--- src/rtl/bram_save_pkg.sv ---
// bram_save_pkg
// Shared definitions for the backup-RAM save sequencer:
//   state_t          - sequencer states
//   SECTORS_DEFAULT  - sectors moved per load/save transfer
//   FMT_HEADER       - the four header words written by a format
package bram_save_pkg;

    typedef enum logic [2:0] {
        ST_IDLE,
        ST_REQ,
        ST_WAIT_END,
        ST_NEXT,
        ST_FORMAT
    } state_t;

    localparam int SECTORS_DEFAULT = 16;

    localparam logic [15:0] FMT_HEADER [4] = '{16'h5548, 16'h4D42, 16'h8800, 16'h8010};

endpackage

--- src/rtl/bram_save_sequencer.sv ---
// bram_save_sequencer
// Sequences SECTORS-sector load/save transfers between the HPS SD sector
// channel and backup-RAM port B, writes the 4-word format header, and
// (optionally) tracks unsaved core writes for autosave.
//
// Optional feature: define BRAM_AUTOSAVE_EN to enable pending tracking and
// the autosave trigger; otherwise pending is tied low.
//
// Ports:
//   clk_sys, reset_n           - clock, asynchronous active-low reset
//   bk_ena                     - save file mounted and writable
//   load_req/save_req/format_req - level requests, acted on at rising edge
//   mount_done                 - pulse, starts a load like a load_req edge
//   osd_open, autosave, core_wr - autosave inputs
//   sd_lba, sd_rd, sd_wr       - sector request to the HPS
//   sd_ack, sd_buff_addr, sd_buff_wr - HPS transfer handshake and buffer
//   bram_b_addr, bram_b_we     - port-B address/write enable
//   bram_b_fmt, fmt_data       - port-B data select and header word
//   busy, loading, pending     - status
module bram_save_sequencer
    import bram_save_pkg::*;
#(
    parameter int SECTORS = SECTORS_DEFAULT,
    parameter int LBA_W   = 4
) (
    input  logic        clk_sys,
    input  logic        reset_n,
    input  logic        bk_ena,
    input  logic        load_req,
    input  logic        save_req,
    input  logic        format_req,
    input  logic        mount_done,
    input  logic        osd_open,
    input  logic        autosave,
    input  logic        core_wr,
    output logic [31:0] sd_lba,
    output logic        sd_rd,
    output logic        sd_wr,
    input  logic        sd_ack,
    input  logic [7:0]  sd_buff_addr,
    input  logic        sd_buff_wr,
    output logic [11:0] bram_b_addr,
    output logic        bram_b_we,
    output logic        bram_b_fmt,
    output logic [15:0] fmt_data,
    output logic        busy,
    output logic        loading,
    output logic        pending
);

    localparam logic [LBA_W-1:0] LBA_LAST = LBA_W'(SECTORS - 1);

    state_t           state, state_nxt;
    logic             load_prev, save_prev, format_prev, ack_prev;
    logic [LBA_W-1:0] lba_q, lba_nxt;
    logic             sd_rd_nxt, sd_wr_nxt, loading_nxt, busy_nxt, fmt_sel_nxt;
    logic [1:0]       fmt_cnt, fmt_cnt_nxt;
    logic [15:0]      fmt_data_nxt;
    logic             save_start;
    logic             auto_edge;

    logic load_edge, save_edge, format_edge, ack_rise, ack_fall;
    assign load_edge   = load_req & ~load_prev;
    assign save_edge   = save_req & ~save_prev;
    assign format_edge = format_req & ~format_prev;
    assign ack_rise    = sd_ack & ~ack_prev;
    assign ack_fall    = ~sd_ack & ack_prev;

`ifdef BRAM_AUTOSAVE_EN
    logic trig, trig_prev;
    assign trig      = pending & osd_open & autosave;
    assign auto_edge = trig & ~trig_prev;

    // Pending tracks core writes made while the OSD is closed; starting any
    // save clears it, and that clear beats a write in the same cycle.
    always_ff @(posedge clk_sys or negedge reset_n) begin
        if (!reset_n) begin
            pending   <= 1'b0;
            trig_prev <= 1'b0;
        end else begin
            trig_prev <= trig;
            if (save_start)
                pending <= 1'b0;
            else if (core_wr & bk_ena & ~osd_open)
                pending <= 1'b1;
        end
    end
`else
    logic unused_inputs;
    assign unused_inputs = core_wr ^ autosave ^ osd_open ^ save_start;
    assign auto_edge     = 1'b0;
    assign pending       = 1'b0;
`endif

    // Next-state and registered-output logic. Events arriving outside IDLE
    // are dropped because the edge registers keep updating every cycle.
    // A format spends one entry cycle with bram_b_fmt low while the first
    // header word is loaded, then writes one word per cycle.
    always_comb begin
        state_nxt    = state;
        lba_nxt      = lba_q;
        sd_rd_nxt    = sd_rd;
        sd_wr_nxt    = sd_wr;
        loading_nxt  = loading;
        fmt_sel_nxt  = bram_b_fmt;
        fmt_cnt_nxt  = fmt_cnt;
        fmt_data_nxt = fmt_data;
        save_start   = 1'b0;
        case (state)
            ST_IDLE: begin
                if (format_edge) begin
                    state_nxt   = ST_FORMAT;
                    fmt_cnt_nxt = 2'd0;
                    fmt_sel_nxt = 1'b0;
                end else if (bk_ena && (load_edge || mount_done)) begin
                    state_nxt   = ST_REQ;
                    lba_nxt     = '0;
                    loading_nxt = 1'b1;
                end else if (bk_ena && (save_edge || auto_edge)) begin
                    state_nxt   = ST_REQ;
                    lba_nxt     = '0;
                    loading_nxt = 1'b0;
                    save_start  = 1'b1;
                end
            end
            ST_REQ: begin
                sd_rd_nxt = loading;
                sd_wr_nxt = ~loading;
                if (ack_rise) begin
                    sd_rd_nxt = 1'b0;
                    sd_wr_nxt = 1'b0;
                    state_nxt = ST_WAIT_END;
                end
            end
            ST_WAIT_END: begin
                if (ack_fall) begin
                    if (lba_q == LBA_LAST) begin
                        state_nxt   = ST_IDLE;
                        loading_nxt = 1'b0;
                    end else begin
                        state_nxt = ST_NEXT;
                    end
                end
            end
            ST_NEXT: begin
                lba_nxt   = lba_q + LBA_W'(1);
                state_nxt = ST_REQ;
            end
            ST_FORMAT: begin
                if (!bram_b_fmt) begin
                    fmt_sel_nxt  = 1'b1;
                    fmt_cnt_nxt  = 2'd0;
                    fmt_data_nxt = FMT_HEADER[0];
                end else if (fmt_cnt == 2'd3) begin
                    fmt_sel_nxt  = 1'b0;
                    fmt_cnt_nxt  = 2'd0;
                    fmt_data_nxt = 16'h0000;
                    state_nxt    = ST_IDLE;
                end else begin
                    fmt_cnt_nxt  = fmt_cnt + 2'd1;
                    fmt_data_nxt = FMT_HEADER[fmt_cnt + 2'd1];
                end
            end
            default: state_nxt = ST_IDLE;
        endcase
        busy_nxt = (state_nxt != ST_IDLE);
    end

    // State, edge history and all registered outputs.
    always_ff @(posedge clk_sys or negedge reset_n) begin
        if (!reset_n) begin
            state       <= ST_IDLE;
            load_prev   <= 1'b0;
            save_prev   <= 1'b0;
            format_prev <= 1'b0;
            ack_prev    <= 1'b0;
            lba_q       <= '0;
            sd_rd       <= 1'b0;
            sd_wr       <= 1'b0;
            loading     <= 1'b0;
            busy        <= 1'b0;
            bram_b_fmt  <= 1'b0;
            fmt_cnt     <= 2'd0;
            fmt_data    <= 16'h0000;
        end else begin
            state       <= state_nxt;
            load_prev   <= load_req;
            save_prev   <= save_req;
            format_prev <= format_req;
            ack_prev    <= sd_ack;
            lba_q       <= lba_nxt;
            sd_rd       <= sd_rd_nxt;
            sd_wr       <= sd_wr_nxt;
            loading     <= loading_nxt;
            busy        <= busy_nxt;
            bram_b_fmt  <= fmt_sel_nxt;
            fmt_cnt     <= fmt_cnt_nxt;
            fmt_data    <= fmt_data_nxt;
        end
    end

    assign sd_lba = 32'(lba_q);

    // Port B follows the HPS buffer directly during transfers so buffer
    // writes land in the same cycle; only loads write the RAM.
    always_comb begin
        bram_b_addr = 12'({lba_q, sd_buff_addr});
        bram_b_we   = 1'b0;
        if (state == ST_FORMAT) begin
            bram_b_addr = {10'd0, fmt_cnt};
            bram_b_we   = bram_b_fmt;
        end else if (state != ST_IDLE) begin
            bram_b_we = sd_buff_wr & sd_ack & loading;
        end
    end

endmodule

--- config.mk ---
export PLATFORM = sky130hd
export DESIGN_NAME = bram_save_sequencer
export DESIGN_NICKNAME = d
export VERILOG_FILES = /design/src/rtl/bram_save_pkg.sv /design/src/rtl/bram_save_sequencer.sv
export SDC_FILE = /design/constraint.sdc
export NUM_CORES = 1
export LEC_CHECK = 0
export ABC_AREA = 0
export BUFFER_PORTS_ARGS = -buffer_cell sky130_fd_sc_hd__buf_2
export CAP_MARGIN = 20
export CORE_UTILIZATION = 47
export DETAILED_ROUTE_END_ITERATION = 12
export GPL_ROUTABILITY_DRIVEN = 1
export MAX_ROUTING_LAYER = met4
export PLACE_DENSITY_LB_ADDON = 0.1
export SYNTH_ARGS = -nofsm -noshare
export SYNTH_HDL_FRONTEND = slang
export SYNTH_SLANG_ARGS = --single-unit
--- constraint.sdc ---
create_clock -name clk_sys -period 4.1 [get_ports clk_sys]
set_input_delay 0 -clock clk_sys [delete_from_list [all_inputs] [get_ports clk_sys]]
set_output_delay 0 -clock clk_sys [all_outputs]
set_load 0.01 [all_outputs]
Word-level counts from Yosys, hierarchy flattened
Cells that the tools add are included.
{"block": "totals", "ff_bits": 34, "input_bits": 20, "output_inout_bits": 67}
{"block": "classes", "add_sub_neg": 2, "n_lt_le_gt_ge": 1, "n_eq_ne": 11, "n_mux": 37, "n_bitwise": 14, "n_reduce_logical": 12}
{"cell": "16-bit 2-to-1 mux", "count": 4}
{"cell": "16-bit binary-select mux with 2-bit select", "count": 1}
{"cell": "3-bit 2-to-1 mux", "count": 7}
{"cell": "3-bit one-hot mux with 5 select lines", "count": 1}
{"cell": "1-bit 2-to-1 mux", "count": 12}
{"cell": "12-bit 2-to-1 mux", "count": 1}
{"cell": "4-bit 2-to-1 mux", "count": 3}
{"cell": "2-bit 2-to-1 mux", "count": 4}
{"cell": "2-bit != test (second input constant)", "count": 4}
{"cell": "4-bit one-hot mux with 2 select lines", "count": 1}
{"cell": "1-bit AND", "count": 7}
{"cell": "3-bit by 2-bit equality test with 1-bit output (second input constant)", "count": 2}
{"cell": "1-bit NOT", "count": 6}
{"cell": "2-bit nonzero test", "count": 3}
{"cell": "3-bit nonzero test", "count": 2}
{"cell": "5-bit AND reduction", "count": 1}
{"cell": "4-bit by 1-bit adder with 4-bit output (second input constant)", "count": 1}
{"cell": "4-bit equality test (second input constant)", "count": 1}
{"cell": "1-bit one-hot mux with 2 select lines", "count": 2}
{"cell": "2-bit one-hot mux with 2 select lines", "count": 1}
{"cell": "3-bit by 1-bit equality test with 1-bit output (second input constant)", "count": 1}
{"cell": "3-bit equality test (second input constant)", "count": 1}
{"cell": "3-bit >= comparator (second input constant)", "count": 1}
{"cell": "3-bit logical NOT", "count": 1}
{"cell": "other kinds (8)", "count": 9}

Longest topological paths before layout
Gate-level depths: netlist (run 1).
{"block": "logic_depth", "ltp_word": 8, "ltp_mapped": 5, "mapped_depth_nobuf": 5}

Worst setup path after synthesis (run 1)
No wires, ideal clock.
{"block": "synth_timing", "path_type": "register to register", "from": "reg lba_q[0]", "to": "reg busy", "setup_ps": 131, "arrival_ps": 1428, "t_required_ps": 3969, "slack_ps": 2541, "stages_incl_launch_ff": 6, "n_path_buf": 0, "synth_period_minus_slack_ps": 1559, "path_cell_list": "dfrtp_1 -> ha_1 -> and3_1 -> nor4b_1 -> a211o_1 -> or3_1"}
{"block": "synth_between", "elab_chain_len": 5}
{"element": "start, declared", "line_no": "bram_save_sequencer.sv:55", "source": "logic [LBA_W-1:0] lba_q, lba_nxt;"}
{"element": "start signal, assigned", "line_no": "bram_save_sequencer.sv:191", "source": "lba_q <= lba_nxt;"}
{"element": "4-bit equality test", "line_no": "bram_save_sequencer.sv:137", "source": "if (lba_q == LBA_LAST) begin"}
{"element": "2-bit 2-to-1 mux", "line_no": "bram_save_sequencer.sv:137"}
{"element": "3-bit 2-to-1 mux", "line_no": "bram_save_sequencer.sv:136", "source": "if (ack_fall) begin"}
{"element": "3-bit one-hot mux with 5 select lines", "line_no": "bram_save_sequencer.sv:109", "source": "case (state)"}
{"element": "via state_nxt[0]", "line_no": "bram_save_sequencer.sv:53", "source": "state_t state, state_nxt;"}
{"element": "3-bit nonzero test", "line_no": "bram_save_sequencer.sv:166", "source": "busy_nxt = (state_nxt != ST_IDLE);"}
{"element": "via busy_nxt", "line_no": "bram_save_sequencer.sv:56", "source": "logic sd_rd_nxt, sd_wr_nxt, loading_nxt, busy_nxt, fmt_sel_nxt;"}
{"element": "end signal, assigned", "line_no": "bram_save_sequencer.sv:195", "source": "busy <= busy_nxt;"}
{"element": "end, declared", "line_no": "bram_save_sequencer.sv:46", "source": "output logic busy,"}
The timed path passes the listed nets, and every way through them passes these cells.
A chain may end at the register's enable or synchronous reset.

Worst setup path after layout (run 1)
{"block": "layout_timing", "from": "reg state[1]", "to": "out bram_b_addr[3]"}
{"block": "layout_between", "elab_chain_len": 2}
{"element": "start, declared", "line_no": "bram_save_sequencer.sv:53"}
{"element": "start signal, assigned", "line_no": "bram_save_sequencer.sv:186", "source": "state <= state_nxt;"}
{"element": "3-bit equality test", "line_no": "bram_save_sequencer.sv:209", "source": "if (state == ST_FORMAT) begin"}
{"element": "12-bit 2-to-1 mux", "line_no": "bram_save_sequencer.sv:209"}
{"element": "end, declared", "line_no": "bram_save_sequencer.sv:42", "source": "output logic [11:0] bram_b_addr,"}
No other way between the ends.

==> results.cfg, run 1 <==
[status]
status = finished, final reports clean

[setup_path]
critPathTopFamily = simple AND/OR/NAND/NOR gates
slowest_delay_ns = 0.47
worstSetupStartpointType = register
crit_cells = 4
worstReg2RegStart = state[1]$_DFF_PN0_
critPathBufInv = 1
cp-endpoint = bram_b_addr[3]
slowest_stage = dfrtp_1
timing.rr.end = lba_q[0]$_DFFE_PN0P_
r2r_slack_ns = 2.47
required_ns = 4.10
cp-startpoint = state[1]$_DFF_PN0_
crit_arrival_ns = 1.77
reg2regPathDepth = 4
crit_chain = nor2_2 -> nand2_1 -> and2_1 -> buf_2
crit_type = register to output pin
crit_path_max_fanout = 23
cp-end-kind = output pin

[logic_synthesis]
synth_cells = 162
yosys.area.top_type = dfrtp_1
yosysWarnings = 0
netlist.area_leader.share = 0.401
synthTopCellsByArea = dfrtp_1 (40%), buf_4 (20%), nand2_1 (5.5%), and2_1 (5.0%), ha_1 (4.2%)
ys_ff_latch = 24
synth.distinct_cells = 33
avgSynthCellArea_sq_um = 9.25
seq_area_frac_synth = 0.401
netlist_area_sq_mm = 0.00150

[detailed_routing]
drt_iter0_drc = 30
drcViolationCount = 0
vias_per_cell = 4.41
num_vias = 1119
final_antenna_net_count = 0
dr.pass1.iters = 4
wl_um = 2600
avgRoutedWirePerCell_um = 10.2

[clock_tree]
post_cts_buffers = 0
cts.sinks = 24
clk_latency_ns = 0.31
cts_max_path_buffers = 2
cts.clk_slew.worst_paths_ns = 0.13
ctsHoldBuffers = 5
cts_resized = 0
cts_htree_levels = 1
cts-root-buf = clkbuf_4
cts_buffers = 3
cts_tree = done

[die]
fp.dieH_um = 58.5
die_w_um = 58.5
placementRows = 20
initial_core_util = 0.495
coreArea_sq_mm = 0.00303
dieArea_sq_mm = 0.00342
io_pins = 87

[power]
leakage_nw = 0.942
p_total_uw = 987
power_density_mw_per_mm2 = 581
ir_worst_vdd_v = 0.000265

[grt]
antenna_found_initial = 0
grt_max_degree = 25
grt_pass1_vias = 924
grt_overflow = 0
grt_pass1_wl_um = 4080
track_usage = 0.164

[sta]
max_slew_margin = 0.631
slew_violations = 0
setup_violations = 0
fmax_mhz = 566
hold_viol_final = 0
min_period_over_period = 0.431
worst_slew_pin_slew_ns = 0.553
period_minus_slack_ns = 1.77
skew_ns = 0.00311
setup_tns_ns = 0
rsz0062_at_grt = false

[cells_and_area]
drive_gt1_frac = 0.267
final_common_cell = buf_2
final_cell_mix = buf_2 (48), conb_1 (35), dfrtp_1 (24), nand2_1 (22)
nets = 236
area_growth_syn_to_layout_pct = 13.4
diodes = 0

[placed_design]
place_congestion = 0.829
port_buffers = 48
dp_hpwl_um = 2020

[hold_path]
min_path_type = primary input to register

[job]
timing.max_cap.violations = 0
## metrics by stage
stage | hold slack, ns | util | cells | setup slack, ns | cell area (sq um)
final | 0.104 | 0.561 | 254 | 2.33 | 1700
after global routing | 0.107 | 0.561 | 254 | 2.11 | 1700
after CTS | 0.0910 | 0.561 | 254 | 2.27 | 1700
after detailed placement | 0.0187 | 0.533 | 245 | 2.46 | 1610
after global placement | 0.00749 | 0.533 | 245 | 2.49 | 1610
after floorplan | -0.296 | - | 196 | 2.54 | 1630
## how the worst min path moves through the flow
stage                                to  slack (ns)  startpoint  cells after the start
4_1_cts             loading$_DFFE_PN0P_        0.09      bk_ena                      3
3_3_place_gp   fmt_data[14]$_DFFE_PN0P_       0.007     reset_n                      1
3_5_place_dp   fmt_data[14]$_DFFE_PN0P_        0.02     reset_n                      1
2_1_floorplan        ack_prev$_DFF_PN0_       -0.30     reset_n                      0
6_report            loading$_DFFE_PN0P_        0.10      bk_ena                      3
5_1_grt              state[0]$_DFF_PN0_        0.11  mount_done                      3
## sequential cells by signal (all words and copies together) (netlist names)
register,cells
fmt_cnt,2
load_prev,1
sd_wr,1
save_prev,1
lba_q,4
sd_rd,1
busy,1
ack_prev,1
bram_b_fmt,1
loading,1
format_prev,1
state,3
fmt_data,6
## synthesized netlist by cell type
| cell type | instances |
|---|---|
| and3_1 | 2 |
| a21oi_1 | 4 |
| nor3b_1 | 1 |
| ha_1 | 5 |
| buf_2 | 1 |
| nand2_1 | 22 |
| a22o_1 | 3 |
| nand2b_1 | 2 |
| nor2b_1 | 2 |
| xnor2_1 | 1 |
| mux2_2 | 1 |
| nor2_2 | 1 |
| dfrtp_1 | 24 |
| and4b_1 | 1 |
| buf_4 | 39 |
| o21ai_0 | 12 |
| a31oi_1 | 2 |
| nor4bb_4 | 1 |
| nor4b_1 | 1 |
| a221o_1 | 1 |
| nor2_1 | 1 |
| o21a_1 | 2 |
| conb_1 | 1 |
| or3_1 | 2 |
| a211o_1 | 1 |
| inv_1 | 6 |
| a221oi_1 | 1 |
| o21ba_2 | 1 |
| clkbuf_1 | 3 |
| and2_1 | 12 |
| nand3_1 | 3 |
| o31ai_1 | 1 |
| or3b_1 | 2 |
## cells by family after synthesis
| group | count (synthesis) | share of synthesized area |
|---|---|---|
| fa+ha+maj | 5 | 0.0417 |
| mux | 1 | 0.00751 |
| xor+xnor | 1 | 0.00584 |
| flops | 24 | 0.401 |
| simple gates | 53 | 0.201 |
| compound gates | 28 | 0.119 |
| buf+inv | 49 | 0.221 |
| other cells | 1 | 0.00250 |
## area by class of cell
class,instances,area (sq um)
clock buffers,4,36.3
fillers,295,1330
inverters,6,22.5
multi-input cells,123,694
flip-flops and latches,24,601
well taps,44,55.1
repair buffers,53,290
## worst reg2reg max path: cells and delay by family (launching register included)
kind	cells	cell delay, ns
AND/OR/NAND/NOR	2	0.59
flip-flops	1	0.47
multiplexers	1	0.29
AO/OA/AOI/OAI	1	0.19
## metal layers
layer / track usage / share of wire / vias up
met3: 0.0462 / 0.057 / 2
met4: 0.0306 / 0.0050 / 0
met2: 0.291 / 0.50 / 43
met5: - / 0 / -
met1: 0.186 / 0.44 / 515
li1: - / - / 559
## power breakdown
part / total, mW / leakage (nW) / internal, mW / switching, mW
logic: 0.470 / 0.620 / 0.202 / 0.267
clock network: 0.124 / 0.0210 / 0.0542 / 0.0694
registers: 0.394 / 0.302 / 0.316 / 0.0784
total: 0.987 / 0.942 / 0.572 / 0.415
(Power assumes the default switching activity.)
==> run 2, diff against run 1 <==
Settings changed: ABC_AREA 0 to 1, CORE_UTILIZATION 47 to 39.
Clock period 4.1 ns to 1.6 ns, I/O delays scaled along.
==> run 2 against run 1 <==
Against the previous run:
- critical path type unchanged
- non-clock buffer count rose by 1
- design area rose by 3.3%
- hold slack improved by 0.039 ns
==> results.cfg, run 2 <==
[status]
status = finished, final reports clean

[clock_tree]
cts_htree_levels = 1
cts_buffers = 3
cts.clk_slew.worst_paths_ns = 0.08
cts_resized = 0
cts_tree = done
clk_latency_ns = 0.27
cts.sinks = 24
ctsHoldBuffers = 5
cts-root-buf = clkbuf_8
post_cts_buffers = 0
cts_max_path_buffers = 2

[grt]
track_usage = 0.143
grt_pass1_wl_um = 4450
grt_pass1_vias = 980
globalRouteMet1Util = 0.188
grt_max_degree = 25
grtUsageMet3 = 0.0268
busiest_layer = met2
met2_usage = 0.218
grt_overflow = 0
antenna_found_initial = 0

[sta]
hold_viol_final = 0
worst_slew_pin_slew_ns = 0.535
setup_violations = 0
min_period_over_period = 0.887
slew_violations = 0
fmax_mhz = 705
rsz0062_at_grt = false
max_slew_margin = 0.643
skew_ns = 0.00225
setup_tns_ns = 0
period_minus_slack_ns = 1.42
fin_hold_ws_ns = 0.143

[power]
p_clk_frac = 0.198
leakage_nw = 1.03
power_frac_seq = 0.362
swShare = 0.406
p_switching_mw = 1.08
internal_power_mw = 1.58
ir_worst_vdd_v = 0.000690
power_density_mw_per_mm2 = 1520
p_total_mw = 2.66
combinationalPowerShare = 0.440

[die]
io_pins = 87
placementRows = 22
fp.dieH_um = 63.9
initial_core_util = 0.409
die_w_um = 63.9
dieArea_sq_mm = 0.00409
coreArea_sq_mm = 0.00366

[cells_and_area]
finish.utilization = 0.479
largest-register = fmt_data
diodes = 0
final_cell_mix = buf_2 (48), conb_1 (35), nand2_1 (29), dfrtp_1 (24), inv_1 (22)
fillers = 383
largestRegisters = fmt_data (6), lba_q (4), state (3)
largest_reg_flops = 6
final_common_cell = buf_2
area_growth_syn_to_layout_pct = 17.3
nets = 262
layoutNonFillerInstCount = 284
drive_gt1_frac = 0.280

[setup_path]
crit_arrival_ns = 1.42
worstReg2RegStart = lba_q[0]$_DFFE_PN0P_
crit_type = register to output pin
timing.rr.end = loading$_DFFE_PN0P_
worstSetupStartpointType = register
required_ns = 1.60
reg2regPathDepth = 8
r2r_slack_ns = 0.30
crit_path_max_fanout = 12
cp-end-kind = output pin

[hold_path]
min-delay-start = bk_ena
min_path_type = primary input to register
hold_depth = 5
whs_endpoint = loading$_DFFE_PN0P_

[logic_synthesis]
seq_area_frac_synth = 0.401
netlist_area_sq_mm = 0.00150
synthArstFlopShare = 1.00
netlist.area_leader.share = 0.401
synth-edff-count = 0
synth_most_common_cell = buf_4
synth_common_cells = buf_4 (39), nand2_1 (29), dfrtp_1 (24)
yosysWarnings = 0
avgSynthCellArea_sq_um = 8.13
yosys.area.top_type = dfrtp_1
synth_cells = 184
ys_ff_latch = 24
synth-main-ff-cell = dfrtp_1
synth.distinct_cells = 22
synthTopCellsByArea = dfrtp_1 (40%), buf_4 (20%), nand2_1 (7.3%), inv_1 (5.5%), nor2_1 (4.5%)

[placed_design]
port_buffers = 48
dp_cells = 275
place_congestion = 0.768
dp_hpwl_um = 2080

[detailed_routing]
avgRoutedWirePerCell_um = 9.45
drcViolationCount = 0
vias_per_cell = 4.18
drt_iter0_drc = 18
num_vias = 1186
final_antenna_net_count = 0
wl_um = 2690
dr.pass1.iters = 4

[job]
timing.max_cap.violations = 0
==> run 2: cell types whose count changed after synthesis, sizes merged, moves of 3 or more <==
cell / previous run / this run
nand2: 22 / 31
nand3: 3 / 11
clkbuf: 3 / 0
nand4: 0 / 5
a21oi: 4 / 0
inv: 6 / 28
and2: 12 / 0
nor2: 2 / 20
==> run 2: kinds of logic (layout without fill, tap and decap cells) <==
logic type,count (synthesis),count (layout),synth area share
and+or+nand+nor,69,69,0.215
buffers and inverters,68,86,0.269
DFF,24,24,0.401
AOI/OAI and AO/OA,16,16,0.0644
adders and majority gates,5,5,0.0418
other,1,35,0.00251
xor gates and xnor gates,1,1,0.00585
==> run 2: metrics by stage <==
| step | worst slack, ns | instance area, sq um |
|---|---|---|
| 3_5_place_dp | 0.345 | 1630 |
| 3_3_place_gp | 0.360 | 1630 |
| 4_1_cts | 0.168 | 1760 |
| 5_1_grt | 0.0994 | 1760 |
| 6_report | 0.181 | 1760 |
| 2_1_floorplan | 0.410 | 1620 |
==> run 2: layer usage <==
layer  wire [um]  vias to the layer above
met5           0                        -
li1            -                      603
met4          38                        0
met2        1140                       58
met1        1300                      520
met3         205                        5
==> run 2: worst max path at each step <==
stage / startpoint / endpoint / slack, ns / cells after the start
2_1_floorplan: lba_q[0]$_DFFE_PN0P_ / loading$_DFFE_PN0P_ / 0.41 / 8
6_report: state[0]$_DFF_PN0_ / bram_b_addr[6] / 0.18 / 6
4_1_cts: state[0]$_DFF_PN0_ / bram_b_addr[6] / 0.17 / 6
3_5_place_dp: lba_q[1]$_DFFE_PN0P_ / loading$_DFFE_PN0P_ / 0.34 / 8
3_3_place_gp: state[0]$_DFF_PN0_ / busy$_DFF_PN0_ / 0.36 / 6
5_1_grt: state[0]$_DFF_PN0_ / bram_b_addr[6] / 0.1 / 6
==> run 2: final cells by class <==
cell class,count,area (sq um),area share
tap,48,60.1,0.0342
multi-input combinational,126,621,0.354
inverter,28,105,0.0599
clock inverter,1,30.0,0.0171
sequential,24,601,0.342
timing repair buffer,54,298,0.170
clock buffer,3,41.3,0.0235
==> run 2: critical path, stage by stage (launching register included) <==
cell,delay (ns)
dfrtp_1,0.43
inv_2,0.08
nand2_2,0.10
nor2_4,0.15
buf_4,0.20
nor2_1,0.06
buf_2,0.13
==> run 2: power groups by stage <==
stage	combinational (mW)	sequential, mW	clock (mW)
final	1.17	0.964	0.529
after CTS	1.19	0.966	0.540
after floorplan	0.830	1.02	0
after detailed placement	1.18	0.975	0
after global placement	1.18	0.974	0
after global routing	1.34	0.994	0.566
==> run 3, diff against run 2 <==
Settings changed: PLACE_DENSITY from default to 0.76, PLACE_DENSITY_LB_ADDON 0.1 to default.
==> run 3 against run 2 <==
Against the previous run:
- sequential share of layout area increased by 0.32 points
- worst setup slack improved by 0.0025 ns
- first-iteration DRC count decreased by 5.6%
- power decreased by 3.0%
- via count increased by 1.0%
- clock power decreased by 22%
- global-route usage increased by 0.26 points
- sequential cell count unchanged
- combinational power increased by 3%
- fmax increased by 0.18%
- clock skew about the same
- critical endpoint is now bram_b_addr[0]
- largest power group unchanged
==> results.cfg, run 3 (same netlist as run 2, synthesis figures left out) <==
[detailed_routing]
avgRoutedWirePerCell_um = 9.73
drt_iter0_drc = 17
num_vias = 1198
drcViolationCount = 0
vias_per_cell = 4.22
final_antenna_net_count = 0
dr.pass1.iters = 4
wl_um = 2760

[cells_and_area]
final_common_cell = buf_2
drive_gt1_frac = 0.280
nets = 262
largest_reg_flops = 6
final_cell_mix = buf_2 (48), conb_1 (35), nand2_1 (29), dfrtp_1 (24), inv_1 (22)
largestRegisters = fmt_data (6), lba_q (4), state (3)
fillers = 380
diodes = 0
largest-register = fmt_data
stdcell_area_sq_mm = 0.00174
finish.utilization = 0.475
area_growth_syn_to_layout_pct = 16.2
layoutNonFillerInstCount = 284

[clock_tree]
cts_buffers = 3
post_cts_buffers = 0
cts_tree = done
cts_htree_levels = 1
clk_latency_ns = 0.26
cts.clk_slew.worst_paths_ns = 0.08
cts_resized = 0
cts-root-buf = clkbuf_8
cts_max_path_buffers = 2
cts.sinks = 24

[grt]
track_usage = 0.145
grt_overflow = 0
grt_pass1_vias = 1097
grt_max_degree = 25
antenna_found_initial = 0
grt_pass1_wl_um = 4550

[placed_design]
place_congestion = 0.803
dp_hpwl_um = 2130
dp_cells = 275
port_buffers = 48
placed_cell_area_sq_mm = 0.00163

[setup_path]
crit_chain = inv_2 -> nand2_2 -> nor2_4 -> inv_2 -> o21ai_0 -> buf_2
worstSetupStartpointType = register
slowest_delay_ns = 0.42
cp_common_cell = inv_2
cp-startpoint = state[0]$_DFF_PN0_
critPathTopFamily = flip-flops
crit_path_max_fanout = 9
worstReg2RegStart = lba_q[0]$_DFFE_PN0P_
crit_arrival_ns = 1.42
cp-end-kind = output pin
required_ns = 1.60
crit_type = register to output pin
critPathBufInv = 3
slowest_stage = dfrtp_1

[sta]
slew_violations = 0
setup_tns_ns = 0
hold_viol_final = 0
fmax_mhz = 706
worst_slew_pin_slew_ns = 0.535
skew_ns = 0.00207
rsz0062_at_grt = false
period_minus_slack_ns = 1.42
max_slew_margin = 0.643
setup_violations = 0
min_period_over_period = 0.886

[die]
dieArea_sq_mm = 0.00409
fp.dieH_um = 63.9
coreArea_sq_mm = 0.00366
initial_core_util = 0.409
io_pins = 87
placementRows = 22
die_w_um = 63.9

[power]
ir_worst_vdd_v = 0.000538
leakage_nw = 1.02
power_density_mw_per_mm2 = 1490

[hold_path]
min-delay-start = bk_ena
min_path_type = primary input to register

[status]
status = finished, final reports clean

[job]
timing.max_cap.violations = 0
## run 3: per-layer routing
layer | GRT usage | routed length, um
met1 | 0.164 | 1200
met2 | 0.254 | 1390
met3 | 0.0196 | 139
met4 | 0.0653 | 35
met5 | - | 0
## run 3: area by class of cell
type                    instances  area, sq um  share of cell area
repair buffers                 54          298               0.171
clock buffers                   4         55.1              0.0317
flip-flops and latches         24          601               0.345
multi-input cells             126          621               0.357
well taps                      48         60.1              0.0345
inverters                      28          105              0.0604
## run 3: final timing paths
| check | to | slack (ns) | depth (start not counted) |
|---|---|---|---|
| setup reg to reg | busy$_DFF_PN0_ | 0.26 | 6 |
| max in group asynchronous | sd_wr$_DFFE_PN0P_ | 0.98 | 2 |
| setup / recovery | bram_b_addr[0] | 0.18 | 6 |
| hold / removal | loading$_DFFE_PN0P_ | 0.11 | 5 |
| min in group asynchronous | fmt_cnt[0]$_DFFE_PN0P_ | 0.27 | 2 |
| hold reg to reg | sd_rd$_DFFE_PN0P_ | 0.51 | 1 |
## run 3: per-stage QoR
| step | power (mW) | worst slack, ns | hold slack [ns] |
|---|---|---|---|
| floorplan | 1.85 | 0.410 | -0.296 |
| global placement | 2.12 | 0.354 | 0.0157 |
| detailed placement | 2.17 | 0.303 | 0.0132 |
| CTS | 2.60 | 0.169 | 0.114 |
| global route | 2.80 | 0.0414 | 0.126 |
| finish | 2.58 | 0.183 | 0.113 |
## run 3: timing repair
action / 4_1_cts / 5_1_grt
hold buffers: 5 / 0
hold endpoints to repair: 28 / 0
endpoints found under the setup margin: 0 / 0
## run 3: worst reg2reg max path: stages (launching register included)
cell and delay (ns):
dfrtp_1 0.42, ha_1 0.20, nand3_1 0.11, nand2_1 0.11, nand3_1 0.11, nor2_1 0.14
nand3_1 0.11
## run 3: power by group
group | total, mW | switching, mW | leakage (nW) | internal [mW]
combinational | 1.21 | 0.764 | 0.691 | 0.447
clock | 0.412 | 0.192 | 0.0288 | 0.220
sequential | 0.962 | 0.160 | 0.302 | 0.802
total | 2.58 | 1.12 | 1.02 | 1.47
